## src/rtl/text_writer.sv

```systemverilog
// Character-stream text writer: turns a byte stream into character RAM writes,
// tracking a cursor and clearing rows/screen with the blank code.
module text_writer #(
    parameter int          C_COLS  = 80,
    parameter int          C_ROWS  = 40,
    parameter logic [7:0]  C_BLANK = 8'h20
) (
    input  logic        R_clk_65M,
    input  logic        rst,
    input  logic        char_valid,
    input  logic [7:0]  char_data,
    output logic        char_ready,
    output logic        R_ram_we,
    output logic [11:0] R_ram_waddr,
    output logic [7:0]  R_ram_wdata,
    output logic [6:0]  cursor_col,
    output logic [5:0]  cursor_row
);

    typedef enum logic [1:0] {
        IDLE,
        CLR_ROW,
        CLR_ALL
    } state_t;

    localparam logic [11:0] LP_COLS     = 12'(C_COLS);
    localparam logic [11:0] LP_TOTAL    = 12'(C_ROWS * C_COLS);
    localparam logic [6:0]  LP_LAST_COL = 7'(C_COLS - 1);
    localparam logic [5:0]  LP_LAST_ROW = 6'(C_ROWS - 1);

    state_t      state_q;
    logic        ready_q;
    logic        we_q;
    logic [11:0] waddr_q;
    logic [7:0]  wdata_q;
    logic [6:0]  col_q;
    logic [5:0]  row_q;
    logic [11:0] clr_q;

    logic [11:0] row_base_d;
    logic [11:0] col_addr_d;
    logic [5:0]  row_next_d;
    logic [11:0] next_base_d;
    logic [11:0] clr_limit_d;
    logic        xfer;
    logic        is_print;
    logic        is_nl;
    logic        is_bs;
    logic        is_ff;

    assign row_base_d  = 12'(row_q) * LP_COLS;
    assign col_addr_d  = row_base_d + 12'(col_q);
    assign row_next_d  = (row_q == LP_LAST_ROW) ? 6'd0 : row_q + 6'd1;
    assign next_base_d = 12'(row_next_d) * LP_COLS;
    // Clear runs one past the last address; that extra cycle is the exit step.
    assign clr_limit_d = (state_q == CLR_ALL) ? LP_TOTAL : row_base_d + LP_COLS;

    assign xfer     = char_valid & ready_q;
    assign is_print = (char_data >= 8'h20) && (char_data <= 8'h7E);
    assign is_nl    = (char_data == 8'h0A) || (char_data == 8'h0D);
    assign is_bs    = (char_data == 8'h08);
    assign is_ff    = (char_data == 8'h0C);

    always_ff @(posedge R_clk_65M or posedge rst) begin
        if (rst) begin
            state_q <= IDLE;
            ready_q <= 1'b0;
            we_q    <= 1'b0;
            waddr_q <= '0;
            wdata_q <= '0;
            col_q   <= '0;
            row_q   <= '0;
            clr_q   <= '0;
        end else begin
            we_q <= 1'b0;
            unique case (state_q)
                IDLE: begin
                    ready_q <= 1'b1;
                    if (xfer) begin
                        unique case (1'b1)
                            is_print: begin
                                we_q    <= 1'b1;
                                waddr_q <= col_addr_d;
                                wdata_q <= char_data;
                                if (col_q == LP_LAST_COL) begin
                                    col_q   <= '0;
                                    row_q   <= row_next_d;
                                    clr_q   <= next_base_d;
                                    state_q <= CLR_ROW;
                                    ready_q <= 1'b0;
                                end else begin
                                    col_q <= col_q + 7'd1;
                                end
                            end
                            is_nl: begin
                                col_q   <= '0;
                                row_q   <= row_next_d;
                                clr_q   <= next_base_d;
                                state_q <= CLR_ROW;
                                ready_q <= 1'b0;
                            end
                            is_bs: begin
                                if (col_q != 7'd0) begin
                                    col_q   <= col_q - 7'd1;
                                    we_q    <= 1'b1;
                                    waddr_q <= col_addr_d - 12'd1;
                                    wdata_q <= C_BLANK;
                                end
                            end
                            is_ff: begin
                                col_q   <= '0;
                                row_q   <= '0;
                                clr_q   <= '0;
                                state_q <= CLR_ALL;
                                ready_q <= 1'b0;
                            end
                            default: ;
                        endcase
                    end
                end
                CLR_ROW, CLR_ALL: begin
                    if (clr_q == clr_limit_d) begin
                        state_q <= IDLE;
                        ready_q <= 1'b1;
                    end else begin
                        we_q    <= 1'b1;
                        waddr_q <= clr_q;
                        wdata_q <= C_BLANK;
                        clr_q   <= clr_q + 12'd1;
                    end
                end
                default: begin
                    state_q <= IDLE;
                    ready_q <= 1'b0;
                end
            endcase
        end
    end

    assign char_ready  = ready_q;
    assign R_ram_we    = we_q;
    assign R_ram_waddr = waddr_q;
    assign R_ram_wdata = wdata_q;
    assign cursor_col  = col_q;
    assign cursor_row  = row_q;

endmodule

```

## config.mk

```make
export PLATFORM = sky130hd
export DESIGN_NAME = text_writer
export DESIGN_NICKNAME = d
export VERILOG_FILES = /design/src/rtl/text_writer.sv
export SDC_FILE = /design/constraint.sdc
export NUM_CORES = 1
export LEC_CHECK = 0
export CORE_UTILIZATION = 45
export CTS_CLUSTER_DIAMETER = 100
export DETAILED_ROUTE_END_ITERATION = 10
export PLACE_DENSITY = 0.66
export SYNTH_ARGS = -nofsm -noshare
export SYNTH_HDL_FRONTEND = slang
export SYNTH_SLANG_ARGS = --single-unit
export TNS_END_PERCENT = 50
```

## constraint.sdc

```tcl
create_clock -name R_clk_65M -period 4.7 [get_ports R_clk_65M]
set_input_delay 0.94 -clock R_clk_65M [delete_from_list [all_inputs] [get_ports R_clk_65M]]
set_output_delay 0.94 -clock R_clk_65M [all_outputs]
set_load 0.01 [all_outputs]
```

==> flow_metrics.py, run 1 <==
metrics = {
    "setup_path": {
        "crit_chain": "ha_1 > ha_1 > inv_1 > fa_1 > nand2b_1 > or2_1 > o31a_1 > nor4_1 > o2111ai_4 > o21bai_4 > mux2_4",
        "path_max_fanout": 20,
        "cp.depth": 11,
        "cp-start-kind": "register",
        "r2r_cells": 11,
        "critPathKind": "reg2reg",
        "required_ns": 4.90,
        "cp_slowest_stage_delay_ns": 0.61,
        "rrSetupSlack_ns": 0.49,
        "worstPathArrival_ns": 4.42,
        "reg2reg_to": "R_ram_waddr[10]",
        "crit_family": "compound AO/OA/AOI/OAI gates",
        "r2r_start": "cursor_row[3]",
        "crit_slowest_cell": "o21bai_4",
        "path_buf_inv": 1,
        "end_kind": "register",
        "cp_common_cell": "ha_1",
    },
    "timing": {
        "whs_ns": 0.502,
        "fmax_mhz": 237,
        "slew_headroom_pct": 29.6,
        "tightest_slew_ns": 1.05,
        "layout_min_cycle_time_ns": 4.21,
        "rsz0062_at_grt": "false",
        "hold_viol": 0,
        "finalCritPeriodShare_pct": 89.6,
        "setup_viol": 0,
        "report.final.slew_viol_count": 0,
        "setup_tns_ns": 0,
        "fin_worst_skew_ns": 0.0209,
    },
    "floorplan": {
        "io_pins": 46,
        "die_w_um": 95.6,
        "die_h_um": 95.6,
        "core_um2": 8340,
        "die_area_um2": 9140,
        "row_count": 33,
        "initial_utilization_pct": 47.3,
    },
    "synthesis": {
        "syn-cell-area_um2": 3940,
        "synth_fp_nets": 500,
        "synth-seq-area-share_pct": 31.1,
        "yosysUniqueCellTypes": 60,
        "synth_largest_area_cell": "dfrtp_1",
        "ys.flop_type": "dfrtp_1",
        "syn_area_per_cell_um2": 8.63,
        "yosys_warnings": 0,
        "synth_edf_count": 0,
        "syn_inst": 457,
        "ys_ff_latch": 49,
        "async_flop_share_pct": 100,
        "netlist.area_leader.share_pct": 31.1,
        "netlist_top_cells_area": "dfrtp_1 31%, ha_1 9.2%, o21ai_0 5.1%",
    },
    "route": {
        "vias": 3406,
        "ant_nets": 0,
        "wl_per_cell_um": 16.4,
        "drtPass1Iterations": 4,
        "drc_errors": 0,
        "drtIter0Drc": 143,
        "drt-vias-per-instance": 5.74,
        "routed_wl_um": 9720,
    },
    "finish": {
        "final_common_cell": "dfrtp_1",
        "design_area_um2": 4520,
        "num_antenna_cells": 0,
        "fin_util_pct": 54.2,
        "drive_above_1_share_pct": 6.56,
        "layout_common_cells": "49 x dfrtp_1, 45 x clkdlybuf4s50_1, 40 x o21ai_0",
        "area_growth_pct": 14.6,
        "nNetsFinal": 530,
    },
    "grt": {
        "grtUsageMet3_pct": 2.95,
        "grt_use_met1_pct": 33.8,
        "grt_pass1_vias": 3306,
        "grt_max_degree": 50,
        "grtUsageMet2_pct": 35.5,
        "grt_pass1_wl_um": 16400,
        "grt_remaining_overflow": 0,
        "grt_busiest_layer": "met2",
        "grt.total_usage_pct": 23.2,
        "antenna_found_initial": 0,
    },
    "status": {
        "outcome": "completed",
    },
    "power_and_ir_drop": {
        "power.share.clock_pct": 15.1,
        "power_density_nw_per_um2": 407,
        "seqPwrFrac_pct": 39.2,
        "switching_share_pct": 40.5,
        "ir_drop_v": 0.000249,
        "share_comb_of_total_power_pct": 45.7,
        "switching_power_uw": 744,
        "power_leakage_nw": 1.93,
        "p_int_mw": 1.09,
    },
    "clock_tree": {
        "clk_pin_slew_worst_paths_ns": 0.12,
        "cts_tree": "done",
        "cts_setup_buffers": 0,
        "cts.sinks": 49,
        "cts_buffers": 5,
        "worstSkewPairLatency_ns": 0.33,
        "htree_levels": 2,
        "post_cts_resized": 0,
        "clock_path_buffers": 2,
        "clock-root-buffer": "clkbuf_8",
        "holdBufCountCts": 0,
    },
    "place": {
        "place.gp.congestion": 0.918,
        "postPlaceCellArea_um2": 4420,
        "portBuffers": 45,
        "dp_hpwl_um": 7390,
    },
    "worst_hold_path": {
        "hp-class": "reg2reg",
        "holdPathStages": 1,
        "holdPathEnd": "R_ram_wdata[7]",
        "hp-start": "R_ram_wdata[7]",
    },
    "flow_run": {
        "maxCapViolations": 0,
    },
}
[worst max path at each step]
| stage | from | end |
|---|---|---|
| 2_1_floorplan | cursor_row[3] | R_ram_waddr[11] |
| 3_3_place_gp | cursor_row[3] | R_ram_waddr[5] |
| 3_5_place_dp | cursor_row[3] | R_ram_waddr[8] |
| 4_1_cts | cursor_row[3] | R_ram_waddr[7] |
| 5_1_grt | cursor_row[3] | R_ram_waddr[7] |
| 6_report | cursor_row[3] | R_ram_waddr[10] |
[routing by layer]
metal  vias up  share of wire, %
met5         -                 0
met4         0               2.1
li1       1701                 -
met2       110                43
met1      1578                50
met3        17               4.9
[area by class of cell]
cell class,count,area [µm²]
timing repair buffer,47,465
fill,795,3820
multi-input combinational,357,2500
clock buffer,5,68.8
sequential,49,1230
tap,105,131
clock inverter,3,25.0
inverter,27,101
[sequential cells by signal, summed over array words and instances (netlist names)]
register,count
state_q,2
R_ram_wdata,8
R_ram_we,1
cursor_col,7
clr_q,12
cursor_row,6
char_ready,1
R_ram_waddr,12
[worst reg2reg max path: cells and delay by family (launching register included)]
| family | cells | cell delay [ns] |
|---|---|---|
| AOI/OAI and AO/OA | 3 | 1.20 |
| adders and majority gates | 3 | 1.02 |
| buffers and inverters | 1 | 0.07 |
| DFF | 1 | 0.50 |
| muxes | 1 | 0.36 |
| and+or+nand+nor | 3 | 0.93 |
[cell families (layout without fill, tap and decap cells)]
logic type | Yosys count | in the layout | share of synthesized area, %
adders and majority gates | 32 | 32 | 10.7
buffers and inverters | 51 | 82 | 5.52
DFF | 49 | 49 | 31.1
muxes | 17 | 17 | 5.93
xor gates and xnor gates | 35 | 35 | 7.96
AOI/OAI and AO/OA | 125 | 125 | 20.4
and+or+nand+nor | 148 | 148 | 18.4
[cell usage after synthesis, drive strengths merged (2+ instances only)]
cell / count
o31ai: 5
a21o: 6
o22ai: 6
o21a: 2
dfrtp: 49
xnor2: 18
mux2: 15
o2bb2ai: 2
a22o: 5
or2: 2
nor3b: 3
nor2b: 2
inv: 27
mux2i: 2
nand2: 38
o31a: 2
nor2: 34
nand2b: 4
o21ai: 41
ha: 29
o211ai: 4
fa: 3
and2: 3
a211oi: 2
buf: 5
nand3: 21
a31oi: 7
o221ai: 2
a21boi: 2
nor4: 10
and3: 6
nor3: 12
clkbuf: 19
xor2: 17
nand4: 6
a21oi: 29
[per-stage QoR]
| stage | total power, mW | std cells | worst slack (ns) |
|---|---|---|---|
| after floorplan | 1.22 | 457 | 0.980 |
| after global placement | 1.55 | 585 | 0.637 |
| after detailed placement | 1.56 | 585 | 0.528 |
| after CTS | 1.84 | 593 | 0.491 |
| after global routing | 1.97 | 593 | 0.311 |
| final | 1.84 | 593 | 0.487 |
[power by group through the flow]
stage	registers (mW)	logic, mW	clock network, mW
detailed placement	0.727	0.836	0
global placement	0.720	0.830	0
floorplan	0.702	0.517	0
CTS	0.720	0.838	0.284
finish	0.721	0.839	0.277
global route	0.745	0.925	0.298
(Power assumes the default switching activity.)
==> run 2: changes to the inputs <==
- ABC_AREA: not set -> 1
- CORE_UTILIZATION: 45 -> 55
- PLACE_DENSITY: 0.66 -> 0.78
==> run 2 against run 1 <==
  * Flip-flop and latch count stayed put
  * Cell area is 4.1% higher
  * Die area is 15% lower
  * Register-to-register slack better by 0.76 ns
  * Clock skew is 0.013 ns lower
  * Power is 96% higher
  * Utilization is 11 points higher
  * Final cell count is 27% higher
  * Non-clock buffer count stayed put
  * First-iteration DRC count is 37% higher
  * Critical path type unchanged
  * Critical endpoint is now clr_q[8]
  * Highest routed layer unchanged
==> flow_metrics.py, run 2 <==
metrics = {
    "clock_tree": {
        "cts_setup_buffers": 0,
        "cts.sinks": 49,
        "clk_pin_slew_worst_paths_ns": 0.11,
        "htree_levels": 2,
        "cts_buffers": 5,
        "clock-root-buffer": "clkbuf_8",
        "clock_path_buffers": 2,
        "worstSkewPairLatency_ns": 0.32,
        "post_cts_resized": 0,
        "cts_tree": "done",
        "holdBufCountCts": 0,
    },
    "grt": {
        "grt_pass1_vias": 3898,
        "grt_max_degree": 50,
        "grt_remaining_overflow": 0,
        "grt.total_usage_pct": 29.6,
        "grt_pass1_wl_um": 17900,
        "antenna_found_initial": 0,
    },
    "setup_path": {
        "cp_slowest_stage_delay_ns": 0.50,
        "required_ns": 4.91,
        "worstPathArrival_ns": 3.67,
        "path_max_fanout": 34,
        "crit_chain": "ha_1 > ha_1 > inv_1 > fa_1 > inv_1 > nand2_1 > nor2_1 > nand2_1 > inv_1 > nand2_1 > nand3_1 > nand2_1 > nand2_1 > inv_1 > nand4_2 > nand2_4 > nand2_4 > nand2_2 > nand2_1 > nand2_1",
        "cp_common_cell": "nand2_1",
        "end_kind": "register",
        "crit_slowest_cell": "dfrtp_1",
        "critPathKind": "reg2reg",
        "cp-start-kind": "register",
    },
    "route": {
        "drtPass1Iterations": 7,
        "ant_nets": 0,
        "top_layer": "met4",
        "met1Wirelength_um": 4740,
        "drc_errors": 0,
        "routed_wl_um": 10700,
        "wl_met3_um": 417,
        "drt-vias-per-instance": 5.52,
        "vias": 4160,
        "drtIter0Drc": 196,
        "wl_met2_um": 5280,
        "wl_per_cell_um": 14.2,
    },
    "synthesis": {
        "netlist_top_cells_area": "dfrtp_1 30%, nand2_1 16%, nand3_1 10%",
        "syn_area_per_cell_um2": 6.64,
        "synth_largest_area_cell": "dfrtp_1",
        "async_flop_share_pct": 100,
        "synth-seq-area-share_pct": 30.0,
        "yosysUniqueCellTypes": 35,
        "syn_inst": 615,
        "synth_edf_count": 0,
        "ys_ff_latch": 49,
        "syn-cell-area_um2": 4090,
        "ys.flop_type": "dfrtp_1",
        "synth_common_cells": "169 x nand2_1, 89 x inv_1, 82 x nand3_1, 53 x nor2_1, 49 x dfrtp_1",
        "post-synth-top-count-cell": "nand2_1",
        "synth_fp_nets": 658,
        "yosys_warnings": 0,
        "netlist.area_leader.share_pct": 30.0,
    },
    "timing": {
        "slew_headroom_pct": 30.0,
        "setup_tns_ns": 0,
        "fin_worst_skew_ns": 0.00843,
        "finalCritPeriodShare_pct": 73.5,
        "rsz0062_at_grt": "false",
        "report.final.slew_viol_count": 0,
        "setup_viol": 0,
        "fmax_mhz": 290,
        "layout_min_cycle_time_ns": 3.45,
        "hold_viol": 0,
        "tightest_slew_ns": 1.05,
    },
    "finish": {
        "multi_input_area_um2": 2430,
        "drive_above_1_share_pct": 4.13,
        "instances_no_fill": 753,
        "ff_latch_area_um2": 1230,
        "nNetsFinal": 696,
        "layout_common_cells": "169 x nand2_1, 88 x inv_1, 82 x nand3_1",
        "fillers": 700,
        "final_common_cell": "nand2_1",
        "area_growth_pct": 15.2,
        "num_antenna_cells": 0,
    },
    "place": {
        "place.gp.congestion": 0.965,
        "numPlacedInstances": 745,
        "portBuffers": 45,
        "dp_hpwl_um": 8210,
    },
    "power_and_ir_drop": {
        "power_leakage_nw": 2.48,
        "power_density_nw_per_um2": 766,
        "ir_drop_v": 0.000455,
        "power_mw": 3.60,
    },
    "floorplan": {
        "die_w_um": 88.2,
        "die_h_um": 88.2,
        "die_area_um2": 7780,
        "initial_utilization_pct": 56.6,
        "io_pins": 46,
        "row_count": 31,
        "core_um2": 7210,
    },
    "status": {
        "outcome": "completed",
    },
    "flow_run": {
        "maxCapViolations": 0,
    },
    "worst_hold_path": {
        "hp-class": "reg2reg",
    },
}
[run 2: cell types whose count changed in the layout (fill, tap and decap cells not counted), moves of 7 or more]
| cell | previous run | this run |
|---|---|---|
| nand2_1 | 38 | 169 |
| inv_1 | 26 | 88 |
| nand3_1 | 21 | 82 |
| nor2_1 | 34 | 53 |
| xnor2_1 | 18 | 2 |
| a21oi_1 | 29 | 16 |
| mux2_4 | 12 | 0 |
| nor4_1 | 10 | 1 |
| o22ai_1 | 6 | 13 |
[run 2: final timing paths]
check | startpoint | endpoint | slack [ns] | depth (start not counted)
max in group asynchronous | rst | cursor_col[6] | 2.86 | 2
min | R_ram_wdata[5] | R_ram_wdata[5] | 0.48 | 2
min reg2reg | R_ram_wdata[5] | R_ram_wdata[5] | 0.48 | 2
max reg2reg | cursor_row[1] | clr_q[8] | 1.25 | 20
min in group asynchronous | rst | state_q[0] | 1.19 | 2
max | cursor_row[1] | clr_q[8] | 1.25 | 20
[run 2: stage by stage]
step / cell area, µm² / utilization, % / worst slack [ns] / hold WS [ns]
2_1_floorplan: 4090 / - / 1.81 / 0.464
3_3_place_gp: 4590 / 63.6 / 1.33 / 0.456
3_5_place_dp: 4590 / 63.6 / 1.28 / 0.460
4_1_cts: 4700 / 65.2 / 1.25 / 0.485
5_1_grt: 4700 / 65.2 / 0.871 / 0.501
6_report: 4700 / 65.2 / 1.25 / 0.478
[run 2: cell type report]
type,count,area share (%)
Timing Repair Buffer,47,9.89
Tap cell,99,2.63
Inverter,92,7.34
Sequential cell,49,26.1
Clock inverter,3,0.931
Multi-Input combinational cell,458,51.7
Clock buffer,5,1.46
[run 2: cell families (layout without fill, tap and decap cells)]
logic type,Yosys count,count (layout),synth area share (%)
adders and majority gates,32,32,10.4
and+or+nand+nor,337,337,36.1
buffers and inverters,108,147,10.5
xor gates and xnor gates,12,12,2.57
AOI/OAI and AO/OA,77,77,10.5
DFF,49,49,30.0
[run 2: report_power, final]
| part | switching [mW] | internal (mW) | total [mW] |
|---|---|---|---|
| Combinational | 1.52 | 0.959 | 2.47 |
| Clock | 0.165 | 0.160 | 0.325 |
| Sequential | 0.207 | 0.598 | 0.805 |
| Total | 1.89 | 1.72 | 3.60 |
[run 2: worst max-delay path, delay by kind of cell, from the launching register on]
| kind | cells | cell delay [ns] |
|---|---|---|
| adder cells (fa/ha/maj) | 3 | 1.03 |
| buffers and inverters | 4 | 0.32 |
| flip-flops | 1 | 0.50 |
| AND/OR/NAND/NOR | 13 | 1.51 |
[run 2: routing by layer]
layer  GRT usage, %  vias to the layer above
li1               -                     2071
met1           38.0                     1944
met2           51.8                      123
met3           3.30                       22
met4           9.53                        0
met5              0                        -
